## src/rtl/puf_test_pkg.sv

```systemverilog
// Shared types and helpers for the PUF self-test controller.
// Holds the FSM state encoding, the counter-width helper and saturating addition.
package puf_test_pkg;

    typedef enum logic [2:0] {
        IDLE,
        INIT,
        ISSUE,
        WAIT_PUF,
        WAIT_RES,
        STORE,
        DONE
    } state_t;

    // Counter width for a range of n values, never narrower than one bit.
    function automatic int cw(input int n);
        int w;
        w = $clog2(n);
        return (w < 1) ? 1 : w;
    endfunction

    function automatic logic [31:0] sat_add(input logic [31:0] v,
                                            input logic [31:0] inc,
                                            input logic [31:0] maxv);
        logic [32:0] s;
        s = {1'b0, v} + {1'b0, inc};
        return (s > {1'b0, maxv}) ? maxv : s[31:0];
    endfunction

endpackage

```

## src/rtl/puf_pass_accum.sv

```systemverilog
// Bank of NUM_TESTS saturating pass counters with synchronous clear, a shared
// increment enable and an indexed read port used while results are stored.
module puf_pass_accum
    import puf_test_pkg::*;
#(
    parameter int NUM_TESTS = 8,
    parameter int CNT_W     = 8,
    parameter int IDX_W     = 3
) (
    input  logic                 i_clk,
    input  logic                 i_rst_n,
    input  logic                 i_clear,
    input  logic                 i_en,
    input  logic [NUM_TESTS-1:0] i_result,
    input  logic [IDX_W-1:0]     i_idx,
    output logic [CNT_W-1:0]     o_rdata
);

    localparam logic [31:0] CNT_MAX = 32'((64'd1 << CNT_W) - 64'd1);

    logic [CNT_W-1:0] r_cnt [NUM_TESTS];

    always_ff @(posedge i_clk or negedge i_rst_n) begin
        if (!i_rst_n) begin
            for (int i = 0; i < NUM_TESTS; i++) r_cnt[i] <= '0;
        end else if (i_clear) begin
            for (int i = 0; i < NUM_TESTS; i++) r_cnt[i] <= '0;
        end else if (i_en) begin
            for (int i = 0; i < NUM_TESTS; i++)
                r_cnt[i] <= CNT_W'(sat_add(32'(r_cnt[i]), 32'(i_result[i]), CNT_MAX));
        end
    end

    // Indices beyond the bank (e.g. the bias slot) read back as zero.
    always_comb begin
        o_rdata = '0;
        for (int i = 0; i < NUM_TESTS; i++)
            if (i_idx == IDX_W'(i)) o_rdata = r_cnt[i];
    end

endmodule

```

## src/rtl/puf_test_ctrl.sv

```systemverilog
// PUF self-test controller: triggers evaluations, streams one selected response
// bit per evaluation to the tester, accumulates pass counts and stores them.
// Optional macro PUF_TEST_BIAS_EN adds a ones counter written after the pass counts.
module puf_test_ctrl
    import puf_test_pkg::*;
#(
    parameter int CHALLENGE_WIDTH = 32,
    parameter int RESP_W          = 6,
    parameter int NUM_TESTS       = 8,
    parameter int BITS_PER_ROUND  = 20000,
    parameter int NUM_ROUNDS      = 255,
    parameter int CNT_W           = 8,
    parameter int ADDR_W          = 13,
    parameter int DATA_W          = 8
) (
    input  logic                       i_clk,
    input  logic                       i_rst_n,
    input  logic                       i_start,
    input  logic                       i_abort,
    input  logic [cw(RESP_W)-1:0]      i_resp_sel,
    input  logic                       i_use_xor,
    input  logic [CHALLENGE_WIDTH-1:0] i_rng_c,
    output logic [CHALLENGE_WIDTH-1:0] o_challenge,
    output logic                       o_puf_trigger,
    input  logic                       i_puf_done,
    input  logic [RESP_W-1:0]          i_raw_response,
    input  logic                       i_xor_response,
    output logic                       o_test_bit,
    output logic                       o_test_bit_valid,
    output logic                       o_round_end,
    input  logic                       i_result_valid,
    input  logic [NUM_TESTS-1:0]       i_test_result,
    output logic                       o_mem_we,
    output logic [ADDR_W-1:0]          o_mem_waddr,
    output logic [DATA_W-1:0]          o_mem_din,
    output logic                       o_busy,
    output logic                       o_test_done
);

    localparam int RSEL_W = cw(RESP_W);
    localparam int BIT_W  = cw(BITS_PER_ROUND);
    localparam int RND_W  = cw(NUM_ROUNDS);
`ifdef PUF_TEST_BIAS_EN
    localparam int STORE_LEN = NUM_TESTS + 1;
`else
    localparam int STORE_LEN = NUM_TESTS;
`endif
    localparam int IDX_W  = cw(STORE_LEN);

    state_t                     r_state;
    state_t                     w_next;
    logic [BIT_W-1:0]           r_bit_cnt;
    logic [RND_W-1:0]           r_round_cnt;
    logic [IDX_W-1:0]           r_idx;
    logic [RSEL_W-1:0]          r_resp_sel;
    logic                       r_use_xor;
    logic [CHALLENGE_WIDTH-1:0] r_challenge;
    logic                       r_puf_trigger;
    logic                       r_test_bit;
    logic                       r_test_bit_valid;
    logic                       r_round_end;

    logic                       w_abort;
    logic                       w_launch;
    logic                       w_take_bit;
    logic                       w_take_res;
    logic                       w_last_bit;
    logic                       w_last_round;
    logic                       w_last_store;
    logic                       w_raw_bit;
    logic                       w_sel_bit;
    logic                       w_clear;
    logic [CNT_W-1:0]           w_pass_rdata;
    logic [DATA_W-1:0]          w_store_data;

    // Abort outranks every other event; it has no meaning while already idle.
    assign w_abort      = i_abort && (r_state != IDLE);
    assign w_launch     = i_start && ((r_state == IDLE) || (r_state == DONE)) && !w_abort;
    assign w_take_bit   = (r_state == WAIT_PUF) && i_puf_done && !w_abort;
    assign w_take_res   = (r_state == WAIT_RES) && i_result_valid && !w_abort;
    assign w_last_bit   = (r_bit_cnt == BIT_W'(BITS_PER_ROUND - 1));
    assign w_last_round = (r_round_cnt == RND_W'(NUM_ROUNDS - 1));
    assign w_last_store = (r_idx == IDX_W'(STORE_LEN - 1));
    assign w_clear      = (r_state == INIT);

    always_comb begin
        w_raw_bit = 1'b0;
        for (int i = 0; i < RESP_W; i++)
            if (r_resp_sel == RSEL_W'(i)) w_raw_bit = i_raw_response[i];
    end

    assign w_sel_bit = r_use_xor ? i_xor_response : w_raw_bit;

    puf_pass_accum #(
        .NUM_TESTS (NUM_TESTS),
        .CNT_W     (CNT_W),
        .IDX_W     (IDX_W)
    ) u_accum (
        .i_clk    (i_clk),
        .i_rst_n  (i_rst_n),
        .i_clear  (w_clear),
        .i_en     (w_take_res),
        .i_result (i_test_result),
        .i_idx    (r_idx),
        .o_rdata  (w_pass_rdata)
    );

`ifdef PUF_TEST_BIAS_EN
    localparam int          TOTAL_W  = $clog2(BITS_PER_ROUND * NUM_ROUNDS);
    localparam int          BIAS_SH  = (TOTAL_W > DATA_W) ? (TOTAL_W - DATA_W) : 0;
    localparam logic [31:0] ONES_MAX = 32'((64'd1 << DATA_W) - 64'd1);

    logic [DATA_W-1:0] r_ones_cnt;

    always_ff @(posedge i_clk or negedge i_rst_n) begin
        if (!i_rst_n)
            r_ones_cnt <= '0;
        else if (w_clear)
            r_ones_cnt <= '0;
        else if (w_take_bit && w_sel_bit)
            r_ones_cnt <= DATA_W'(sat_add(32'(r_ones_cnt), 32'd1, ONES_MAX));
    end

    assign w_store_data = (r_idx == IDX_W'(NUM_TESTS)) ? DATA_W'(r_ones_cnt >> BIAS_SH)
                                                       : DATA_W'(w_pass_rdata);
`else
    assign w_store_data = DATA_W'(w_pass_rdata);
`endif

    always_ff @(posedge i_clk or negedge i_rst_n) begin
        if (!i_rst_n) r_state <= IDLE;
        else          r_state <= w_next;
    end

    always_comb begin
        w_next = r_state;
        case (r_state)
            IDLE:     if (w_launch) w_next = INIT;
            INIT:     w_next = ISSUE;
            ISSUE:    w_next = WAIT_PUF;
            WAIT_PUF: if (w_take_bit) w_next = w_last_bit ? WAIT_RES : ISSUE;
            WAIT_RES: if (w_take_res) w_next = w_last_round ? STORE : ISSUE;
            STORE:    if (w_last_store) w_next = DONE;
            DONE:     if (w_launch) w_next = INIT;
            default:  w_next = IDLE;
        endcase
        if (w_abort) w_next = IDLE;
    end

    always_comb begin
        o_busy      = (r_state != IDLE) && (r_state != DONE);
        o_test_done = (r_state == DONE);
        o_mem_we    = (r_state == STORE);
        o_mem_waddr = '0;
        o_mem_din   = '0;
        if (r_state == STORE) begin
            o_mem_waddr = ADDR_W'(r_idx);
            o_mem_din   = w_store_data;
        end
    end

    // Trigger is registered with the challenge so the PUF sees both together.
    always_ff @(posedge i_clk or negedge i_rst_n) begin
        if (!i_rst_n) begin
            r_bit_cnt        <= '0;
            r_round_cnt      <= '0;
            r_idx            <= '0;
            r_resp_sel       <= '0;
            r_use_xor        <= 1'b0;
            r_challenge      <= '0;
            r_puf_trigger    <= 1'b0;
            r_test_bit       <= 1'b0;
            r_test_bit_valid <= 1'b0;
            r_round_end      <= 1'b0;
        end else begin
            r_puf_trigger    <= (r_state == ISSUE) && !w_abort;
            r_test_bit_valid <= w_take_bit;
            r_round_end      <= w_take_bit && w_last_bit;
            if (w_launch) begin
                r_resp_sel <= i_resp_sel;
                r_use_xor  <= i_use_xor;
            end
            if (w_clear) begin
                r_bit_cnt   <= '0;
                r_round_cnt <= '0;
                r_idx       <= '0;
            end
            if ((r_state == ISSUE) && !w_abort) r_challenge <= i_rng_c;
            if (w_take_bit) begin
                r_test_bit <= w_sel_bit;
                r_bit_cnt  <= w_last_bit ? '0 : r_bit_cnt + 1'b1;
            end
            if (w_take_res)
                r_round_cnt <= w_last_round ? '0 : r_round_cnt + 1'b1;
            if ((r_state == STORE) && !w_abort)
                r_idx <= w_last_store ? '0 : r_idx + 1'b1;
        end
    end

    assign o_challenge      = r_challenge;
    assign o_puf_trigger    = r_puf_trigger;
    assign o_test_bit       = r_test_bit;
    assign o_test_bit_valid = r_test_bit_valid;
    assign o_round_end      = r_round_end;

endmodule

```

## config.mk

```make
export PLATFORM = sky130hd
export DESIGN_NAME = puf_test_ctrl
export DESIGN_NICKNAME = d
export VERILOG_FILES = /design/src/rtl/puf_test_pkg.sv /design/src/rtl/puf_pass_accum.sv /design/src/rtl/puf_test_ctrl.sv
export SDC_FILE = /design/constraint.sdc
export NUM_CORES = 1
export LEC_CHECK = 0
export ABC_AREA = 1
export CAP_MARGIN = 20
export CORE_MARGIN = 2
export CORE_UTILIZATION = 44
export DETAILED_ROUTE_END_ITERATION = 8
export GPL_ROUTABILITY_DRIVEN = 0
export MAX_ROUTING_LAYER = met4
export PLACE_DENSITY = 0.7
export SYNTH_ARGS = -nofsm -noshare
export SYNTH_HDL_FRONTEND = slang
export SYNTH_SLANG_ARGS = --single-unit
```

## constraint.sdc

```tcl
create_clock -name i_clk -period 2 [get_ports i_clk]
set_input_delay 0.4 -clock i_clk [delete_from_list [all_inputs] [get_ports i_clk]]
set_output_delay 0.4 -clock i_clk [all_outputs]
set_load 0.02 [all_outputs]
```

* Word-level counts from Yosys, hierarchy flattened *
Cells that the tools add are included.

operators by class
  magnitude comparators = 8
  mux-type cells = 44
  div/mod/pow operators = 0
  shift operators = 0
  reduce and logical (&&, ||, !) cells = 22
  multipliers = 0
  $add $sub $neg = 11
  bitwise gates (word level) = 0
  equality and inequality tests = 25

operators by type and width
  cell                                                                      number
  8-bit 2-to-1 mux                                                          20
  64-bit 2-to-1 mux                                                         2
  8-bit by 1-bit adder with 9-bit output                                    8
  9-bit by 8-bit > comparator with 1-bit output (second input constant)     8
  15-bit 2-to-1 mux                                                         3
  3-bit 2-to-1 mux                                                          11
  3-bit == test (second input constant)                                     9
  3-bit by 2-bit == test with 1-bit output (second input constant)          6
  3-bit one-hot mux with 6 select lines                                     1
  15-bit by 1-bit adder with 15-bit output (second input constant)          1
  15-bit == test (second input constant)                                    1
  1-bit logical AND                                                         11
  3-bit by 1-bit == test with 1-bit output (second input constant)          3
  3-bit zero test                                                           3
  8-bit by 1-bit adder with 8-bit output (second input constant)            1
  8-bit == test (second input constant)                                     1
  1-bit 2-to-1 mux                                                          7
  3-bit by 1-bit inequality test with 1-bit output (second input constant)  2
  3-bit inequality test (second input constant)                             2
  2-bit nonzero test                                                        3
  4-bit AND reduction                                                       1
  3-bit by 1-bit adder with 3-bit output (second input constant)            1
  3-bit by 2-bit inequality test with 1-bit output (second input constant)  1
  3-bit nonzero test                                                        1
  other kinds (3)                                                           3

storage, ports and cells
  RAM bits = 0
  output and inout bits = 60
  memories = 0
  latch bits = 0
  register bits = 133
  bits of input ports = 57
  word-level logic and storage cells = 129
  memory bits (read-only) = 0

* Logic depth before layout (Yosys ltp) *
Gate-level depths: netlist (run 1).

  depth in word-level cells = 10
  gate-level depth with buffers = 14

* Cells and area by module *
A second synthesis (run 1) with hierarchy kept.

second synthesis, totals
  cells, all modules = 1,084
  area total of the unflattened synthesis = 7,905.1 um2

modules (own cells, without submodules)
  module          cells an instance  instances  area each (um2)  sequential area each (um2)
  puf_pass_accum  618                1          4,376.7          1,601.5
  puf_test_ctrl   466                1          3,528.4          1,726.7

* Worst setup path before layout (run 1) *
Ideal clock, no wire load.

  kind = reg-to-output
  from = register r_idx[2]
  to = output port o_mem_din[1]
  path slack = -0.297 ns
  arrival = 1.897 ns
  path buffers = 3
  data required time = 1.600 ns
  stages on the path, launching flop included = 15
  path through = dfrtp_1 -> buf_2 -> inv_1 -> buf_2 -> ha_1 -> clkbuf_1 -> inv_1 -> nand2_1 -> inv_1 -> nand2_1 -> nand2_1 -> nand2_1 -> nand2_1 -> nand2_1 -> a21oi_1

on the way
  cells in the longest elaborated chain, start to end = 10
  elaborated cells between the ends (all ways) = 17
  those cells by class = eq/ne (7); mux (9); reduce/logical (1)

ends and longest elaborated chain
  element                        line                  source
  start: declaration             puf_test_ctrl.sv:54   logic [IDX_W-1:0] r_idx;
  start signal: assignment       puf_test_ctrl.sv:196  r_idx <= w_last_store ? '0 : r_idx + 1'b1;
  3-bit zero test                puf_pass_accum.sv:38  if (i_idx == IDX_W'(i)) o_rdata = r_cnt[i];
  8-bit 2-to-1 mux (7 in a row)  puf_pass_accum.sv:38
  8-bit 2-to-1 mux (*)           puf_pass_accum.sv:38
  8-bit 2-to-1 mux (*)           puf_test_ctrl.sv:156  if (r_state == STORE) begin
  end: declaration               puf_test_ctrl.sv:35   output logic [DATA_W-1:0] o_mem_din,

Mark *: on every way between the ends. The rest lies on a longest branch, timed or not.

* Worst setup path in the final report (run 1) *
  from = register r_idx[0]
  to = output port o_mem_din[1]

The elaborated chain is that of the path after synthesis.

==> results of run 1 <==
layout by cell type (no fill, tap or decap), types with 7 or more instances in the layout:
cell type        count
a21oi_1             29
a21oi_4              8
buf_12               8
buf_4              122
buf_6               19
clkbuf_16           17
clkdlybuf4s50_1     91
conb_1              10
dfrtp_1            132
ha_1                20
inv_1              138
inv_2               12
nand2_1            339
nand2_2             21
nand3_1             60
nand4_1             18
nor2_1              69
nor2_4               7
nor3_1              11
o21ai_0            129
o22ai_1             14
xor2_1              24
state kept, by name (all words and copies together) (netlist names):
name,count
r_resp_sel,3
r_round_cnt,8
r_idx,3
o_test_bit_valid,1
r_state,3
o_test_bit,1
r_use_xor,1
o_puf_trigger,1
o_round_end,1
u_accum.r_cnt,64
r_bit_cnt,15
o_challenge,32
per-layer routing:
metal  up-vias  track usage (%)  wire, microns
met5         -                -              0
met4         0             7.81            505
met3        34             4.70           1130
li1       4008                -              -
met2       232             38.2          10300
met1      3750             30.6           9820
metrics by stage:
stage                     util [%]  std cells  TNS [ns]  hold slack [ns]
after floorplan                  -       1127         0            0.104
after global placement        57.4       1544     -4.77            0.302
after detailed placement      57.4       1544     -5.39            0.300
after CTS                     62.0       1585     -3.89            0.421
after global routing          62.7       1592     -5.14            0.435
final                         62.7       1592     -3.83            0.432
kinds of logic (layout without fill, tap and decap cells):
group           Yosys count  in the layout
compound gates          197            197
xor+xnor                 24             24
fa+ha+maj                25             25
other cells               1             10
simple gates            544            544
buf+inv                 194            430
flops                   133            133
power groups by stage:
stage | clock network [mW] | logic [mW] | registers, mW
floorplan | 0 | 1.13 | 3.70
global placement | 0 | 2.76 | 3.33
detailed placement | 0 | 2.80 | 3.34
CTS | 3.37 | 2.80 | 3.31
global route | 3.48 | 3.15 | 3.36
finish | 3.32 | 2.89 | 3.31
worst max path at each step:
stage | from | to | depth (start not counted)
finish | r_idx[0] | o_mem_din[1] | 13
global route | r_idx[0] | o_mem_din[3] | 13
CTS | r_idx[1] | o_mem_din[5] | 13
detailed placement | r_idx[1] | o_mem_din[1] | 13
global placement | r_idx[0] | o_mem_din[5] | 12
floorplan | r_idx[0] | o_mem_din[1] | 12
layout make-up:
class	count	area share [%]
clock buffers	24	4.47
flip-flops and latches	133	29.7
inverters	156	5.40
clock inverters	8	1.07
multi-input cells	800	37.1
well taps	229	2.55
repair buffers	242	19.8
timing repair:
item | CTS | global route
hold buffers | 1 | 0
buffers inserted | 8 | 10
pin swaps | 12 | 17
endpoints found under the hold margin | 23 | 0
gates resized for setup | 116 | 24
endpoints found under the setup margin | 14 | 14
==> impl_metrics.toml, run 1 <==
[synthesis]
synth_area_sq_mm = 0.00801
synth-async-reset-ratio_pct = 100
synth-compound-area-share_pct = 13.0
synth_ff_type = "dfrtp_1"
synth_commonest_cells = "358 x nand2_1, 146 x inv_1, 133 x dfrtp_1"
yosys.area_share.simple_pct = 28.6
synth_mux_area_share_pct = 0
yosys.area_share.adder_pct = 3.91
syn_avg_cell_area_sq_um = 7.16
ys_seq_elements = 133
synth.distinct_cells = 37
syn_inst = 1118
synth_top_family_by_area = "simple AND/OR/NAND/NOR gates"
ys_seq_area_share_pct = 41.6
yosys.area.top_type_share_pct = 41.6
ys_warn_count = 0
synth.area.top_cells = "dfrtp_1 42%, nand2_1 17%, o21ai_0 8.1%, inv_1 6.8%, ha_1 3.9%"
synth-xor-area-share_pct = 2.62
synth_edf_count = 0
synth_most_common_cell = "nand2_1"
synth_area_leader_cell = "dfrtp_1"

[clock_network]
cts_tree = "done"
htree_levels = 4
numCtsBuffers = 17
cts_root_buffer = "clkbuf_16"
clock_sinks = 133
clk_pin_slew_ns = 0.06
clockBufferDepth = 2
insertion_delay_ns = 0.43

[sta]
setup_viol = 9
finalWorstSetupSlack_ns = -0.500
layout_worst_path_cycle_share_pct = 125
hold_viol = 0
finalClockSkew_ns = 0.0103
max_freq_mhz = 400
rsz0062_at_grt = "yes"
min_period_ns = 2.50
maxSlewViolCount = 0

[global_route]
grt_pass1_vias = 7732
antenna_found_initial = 0
gr-total-overflow = 0
track_usage_pct = 23.9
grt_pass1_wl_microns = 36700
grt_max_degree = 47

[worst_setup_path]
critical_path.top_delay_family = "simple AND/OR/NAND/NOR gates"
critPathLaunchType = "register"
rr_worst_depth = 9
cp.arrival_ns = 2.10
cp_max_fo = 8
cp_slowest_cell = "dfrtp_2"
worst-setup-path-type = "register to primary output"
cpPeakStageDelay_ns = 0.46
end_kind = "primary output"
r2r-start = "r_state[0]"
r2r_end = "r_bit_cnt[1]"
crit_path_frequent_cell = "nand2_1"
worst-path-buf-inv = 3
path_cells = "inv_4, ha_4, inv_2, nor2_4, nand2_1, nand3_2, nand2_2, nand2_1, nand2_1, nand2_1, nand2_2, a21oi_4, buf_6"
worstPathRequired_ns = 1.60
rrSetupSlack_ns = 0.19

[status]
violations = "setup timing"
status = "finished with violations"

[final_layout]
drive_above_1_share_pct = 19.0
syn_to_final_growth_pct = 40.1
fillers = 1548
fin_area_sq_mm = 0.0112
antennaDiodeCount = 0
register_area_sq_mm = 0.00333
final_nets = 1432
multi_input_area_sq_mm = 0.00416

[die]
initial_core_util_pct = 44.7
core_sq_mm = 0.0179
die_h_microns = 139
die_x_microns = 139
pin_count = 117
rows = 49
die_area_sq_mm = 0.0193

[routing]
via_count = 8024
avgViaCountPerCell = 5.04
routed_wl_microns = 21800
drt-initial-drc-count = 527
ant_nets = 0
drc = 0
first_pass_iters = 5
avgRoutedWirePerCell_microns = 13.7

[min_path]
hp-class = "input port to async pin"

[placement]
placed_area_sq_mm = 0.0103
dp_slack_ns = -0.640
port_buffers = 106
dpl.hpwl_microns = 15900

[pwr]
comb_power_share_pct = 30.4
p_int_mw = 6.43
p_leak_nw = 5.45
switchingPower_mw = 3.08
finalPower_mw = 9.51
switching_share_pct = 32.4
p_per_area_mw_per_mm2 = 848
seqPwrFrac_pct = 34.8
vdd_drop_max_mv = 0.652
pwr-share-clk_pct = 34.9

[job]
max_cap_viol_count = 0
(Power assumes the default switching activity.)
==> run 2, diff against run 1 <==
--- a/config.mk
+++ b/config.mk
@@ -8,11 +8,11 @@
 export ABC_AREA = 1
 export CAP_MARGIN = 20
 export CORE_MARGIN = 2
-export CORE_UTILIZATION = 44
+export CORE_UTILIZATION = 50
 export DETAILED_ROUTE_END_ITERATION = 8
 export GPL_ROUTABILITY_DRIVEN = 0
 export MAX_ROUTING_LAYER = met4
-export PLACE_DENSITY = 0.7
+export PLACE_DENSITY = 0.78
 export SYNTH_ARGS = -nofsm -noshare
 export SYNTH_HDL_FRONTEND = slang
 export SYNTH_SLANG_ARGS = --single-unit
==> impl_metrics.toml, run 2 (synthesized netlist as in run 1, its figures left out) <==
[global_route]
use_met2_pct = 44.6
antenna_found_initial = 0
track_usage_pct = 27.1
gr-total-overflow = 0
grt_pass1_wl_microns = 35500
gr-usage-met3_pct = 5.70
use_met1_pct = 33.0
top_usage_layer = "met2"
grt_pass1_vias = 7790
grt_max_degree = 47

[clock_network]
clockBufferDepth = 2
cts_root_buffer = "clkbuf_16"
htree_levels = 4
clk_pin_slew_ns = 0.06
insertion_delay_ns = 0.43
cts_tree = "done"
clock_sinks = 133
numCtsBuffers = 17

[die]
die_area_sq_mm = 0.0170
die_h_microns = 131
rows = 46
core_sq_mm = 0.0158
initial_core_util_pct = 50.8
pin_count = 117
die_x_microns = 131

[pwr]
finalPower_mw = 9.21
p_int_mw = 6.03
p_leak_nw = 5.37
switchingPower_mw = 3.18
pwr-share-clk_pct = 33.1
vdd_drop_max_mv = 0.860
switching_share_pct = 34.5
p_per_area_mw_per_mm2 = 832
seqPwrFrac_pct = 36.0
comb_power_share_pct = 31.0

[routing]
first_pass_iters = 5
via_count = 7995
drt-initial-drc-count = 477
avgRoutedWirePerCell_microns = 13.6
drc = 0
ant_nets = 0
routed_wl_microns = 21400
avgViaCountPerCell = 5.09

[worst_setup_path]
worst-path-buf-inv = 3
r2r_end = "u_accum.r_cnt[56]"
end_kind = "primary output"
path_cells = "inv_2, ha_4, clkbuf_2, nand3_1, nand3_1, nand2_1, nand2_1, nand2_1, nand2_2, nand2_2, a21oi_4, buf_6"
critical_path.top_delay_family = "simple AND/OR/NAND/NOR gates"
rr_worst_depth = 9
cp_slowest_cell = "dfrtp_1"
worstPathRequired_ns = 1.60
critPathLaunchType = "register"
cp.arrival_ns = 2.11
cpPeakStageDelay_ns = 0.40
cp_max_fo = 6
rrSetupSlack_ns = 0.11
crit_path_frequent_cell = "nand2_1"
worst-setup-path-type = "register to primary output"
r2r-start = "r_state[1]"

[placement]
port_buffers = 106
dpl.hpwl_microns = 15300

[sta]
finalClockSkew_ns = 0.00774
hold_viol = 0
min_period_ns = 2.51
relSlewSlack_pct = 61.7
hold_ws_ns = 0.470
layout_worst_path_cycle_share_pct = 126
rsz0062_at_grt = "yes"
maxSlewViolCount = 0
finalWorstSetupSlack_ns = -0.511
max_freq_mhz = 398
setup_viol = 9
worst_pin_slew_ns = 0.568

[final_layout]
syn_to_final_growth_pct = 38.2
drive_above_1_share_pct = 17.9
final_cell_mix = "344 x nand2_1, 140 x inv_1, 132 x dfrtp_1"
antennaDiodeCount = 0
largest_reg_flops = 64
final_common_cell = "nand2_1"
top_register = "u_accum.r_cnt"
final_nets = 1424

[min_path]
hold_depth = 2
worstHoldStart = "o_challenge[4]"
hp-class = "register to register"
holdPathEnd = "o_challenge[4]"

[job]
max_cap_viol_count = 0

[status]
status = "finished with violations"
violations = "setup timing"
run 2: what timing repair did:
| action | 4_1_cts | 5_1_grt |
|---|---|---|
| gates resized for setup | 107 | 24 |
| hold buffers | 1 | 0 |
| cloned | 0 | 0 |
| endpoints found under the hold margin | 42 | 0 |
| endpoints found under the setup margin | 14 | 14 |
| pin swaps | 7 | 5 |
| buffers inserted | 4 | 7 |
run 2: per-stage QoR:
stage                     instances  util (%)  setup WS, ns  setup TNS, ns  instance area [sq um]
final                          1571      70.2        -0.511          -3.97                  11100
after global routing           1571      70.2        -0.617          -4.97                  11100
after CTS                      1566      69.5        -0.516          -3.98                  11000
after detailed placement       1529      64.9        -0.645          -6.40                  10200
after global placement         1529      64.9        -0.580          -5.27                  10200
after floorplan                1127         -       0.00470              0                   8170
run 2: power by group through the flow:
stage	clock, mW	combinational [mW]	sequential (mW)
4_1_cts	3.09	2.81	3.31
2_1_floorplan	0	1.13	3.70
3_3_place_gp	0	2.75	3.33
5_1_grt	3.21	3.10	3.35
3_5_place_dp	0	2.80	3.34
6_report	3.05	2.85	3.31
run 2: area by class of cell:
| type | count | area [sq um] |
|---|---|---|
| Sequential cell | 133 | 3330 |
| Clock inverter | 12 | 120 |
| Tap cell | 216 | 270 |
| Clock buffer | 20 | 447 |
| Multi-Input combinational cell | 800 | 4150 |
| Timing Repair Buffer | 234 | 2150 |
| Fill cell | 1276 | 4700 |
| Inverter | 156 | 602 |
run 2: worst max-delay path by stage:
stage,startpoint,endpoint,slack [ns],cells after the start
after CTS,r_idx[0],o_mem_din[4],-0.52,13
after floorplan,r_idx[0],o_mem_din[1],0.005,12
after global placement,r_idx[0],o_mem_din[2],-0.58,12
after detailed placement,r_idx[1],o_mem_din[1],-0.65,13
final,r_idx[1],o_mem_din[2],-0.51,12
after global routing,r_idx[0],o_mem_din[7],-0.62,13
run 2: worst reg2reg max path, cell delays in order (launching register included):
cell and delay (ns):
dfrtp_1 0.40, buf_4 0.14, buf_4 0.14, nor2_4 0.12, nand2_2 0.09, nor2_4 0.11
nand2_4 0.08, nand2_1 0.16, buf_4 0.33, o21ai_0 0.17
run 2: metal layers:
metal | share of wire (%) | vias to the layer above | routed length, microns
li1 | - | 3995 | -
met1 | 43 | 3708 | 9180
met2 | 50 | 245 | 10600
met3 | 5.0 | 47 | 1070
met4 | 2.3 | 0 | 500
met5 | 0 | - | 0
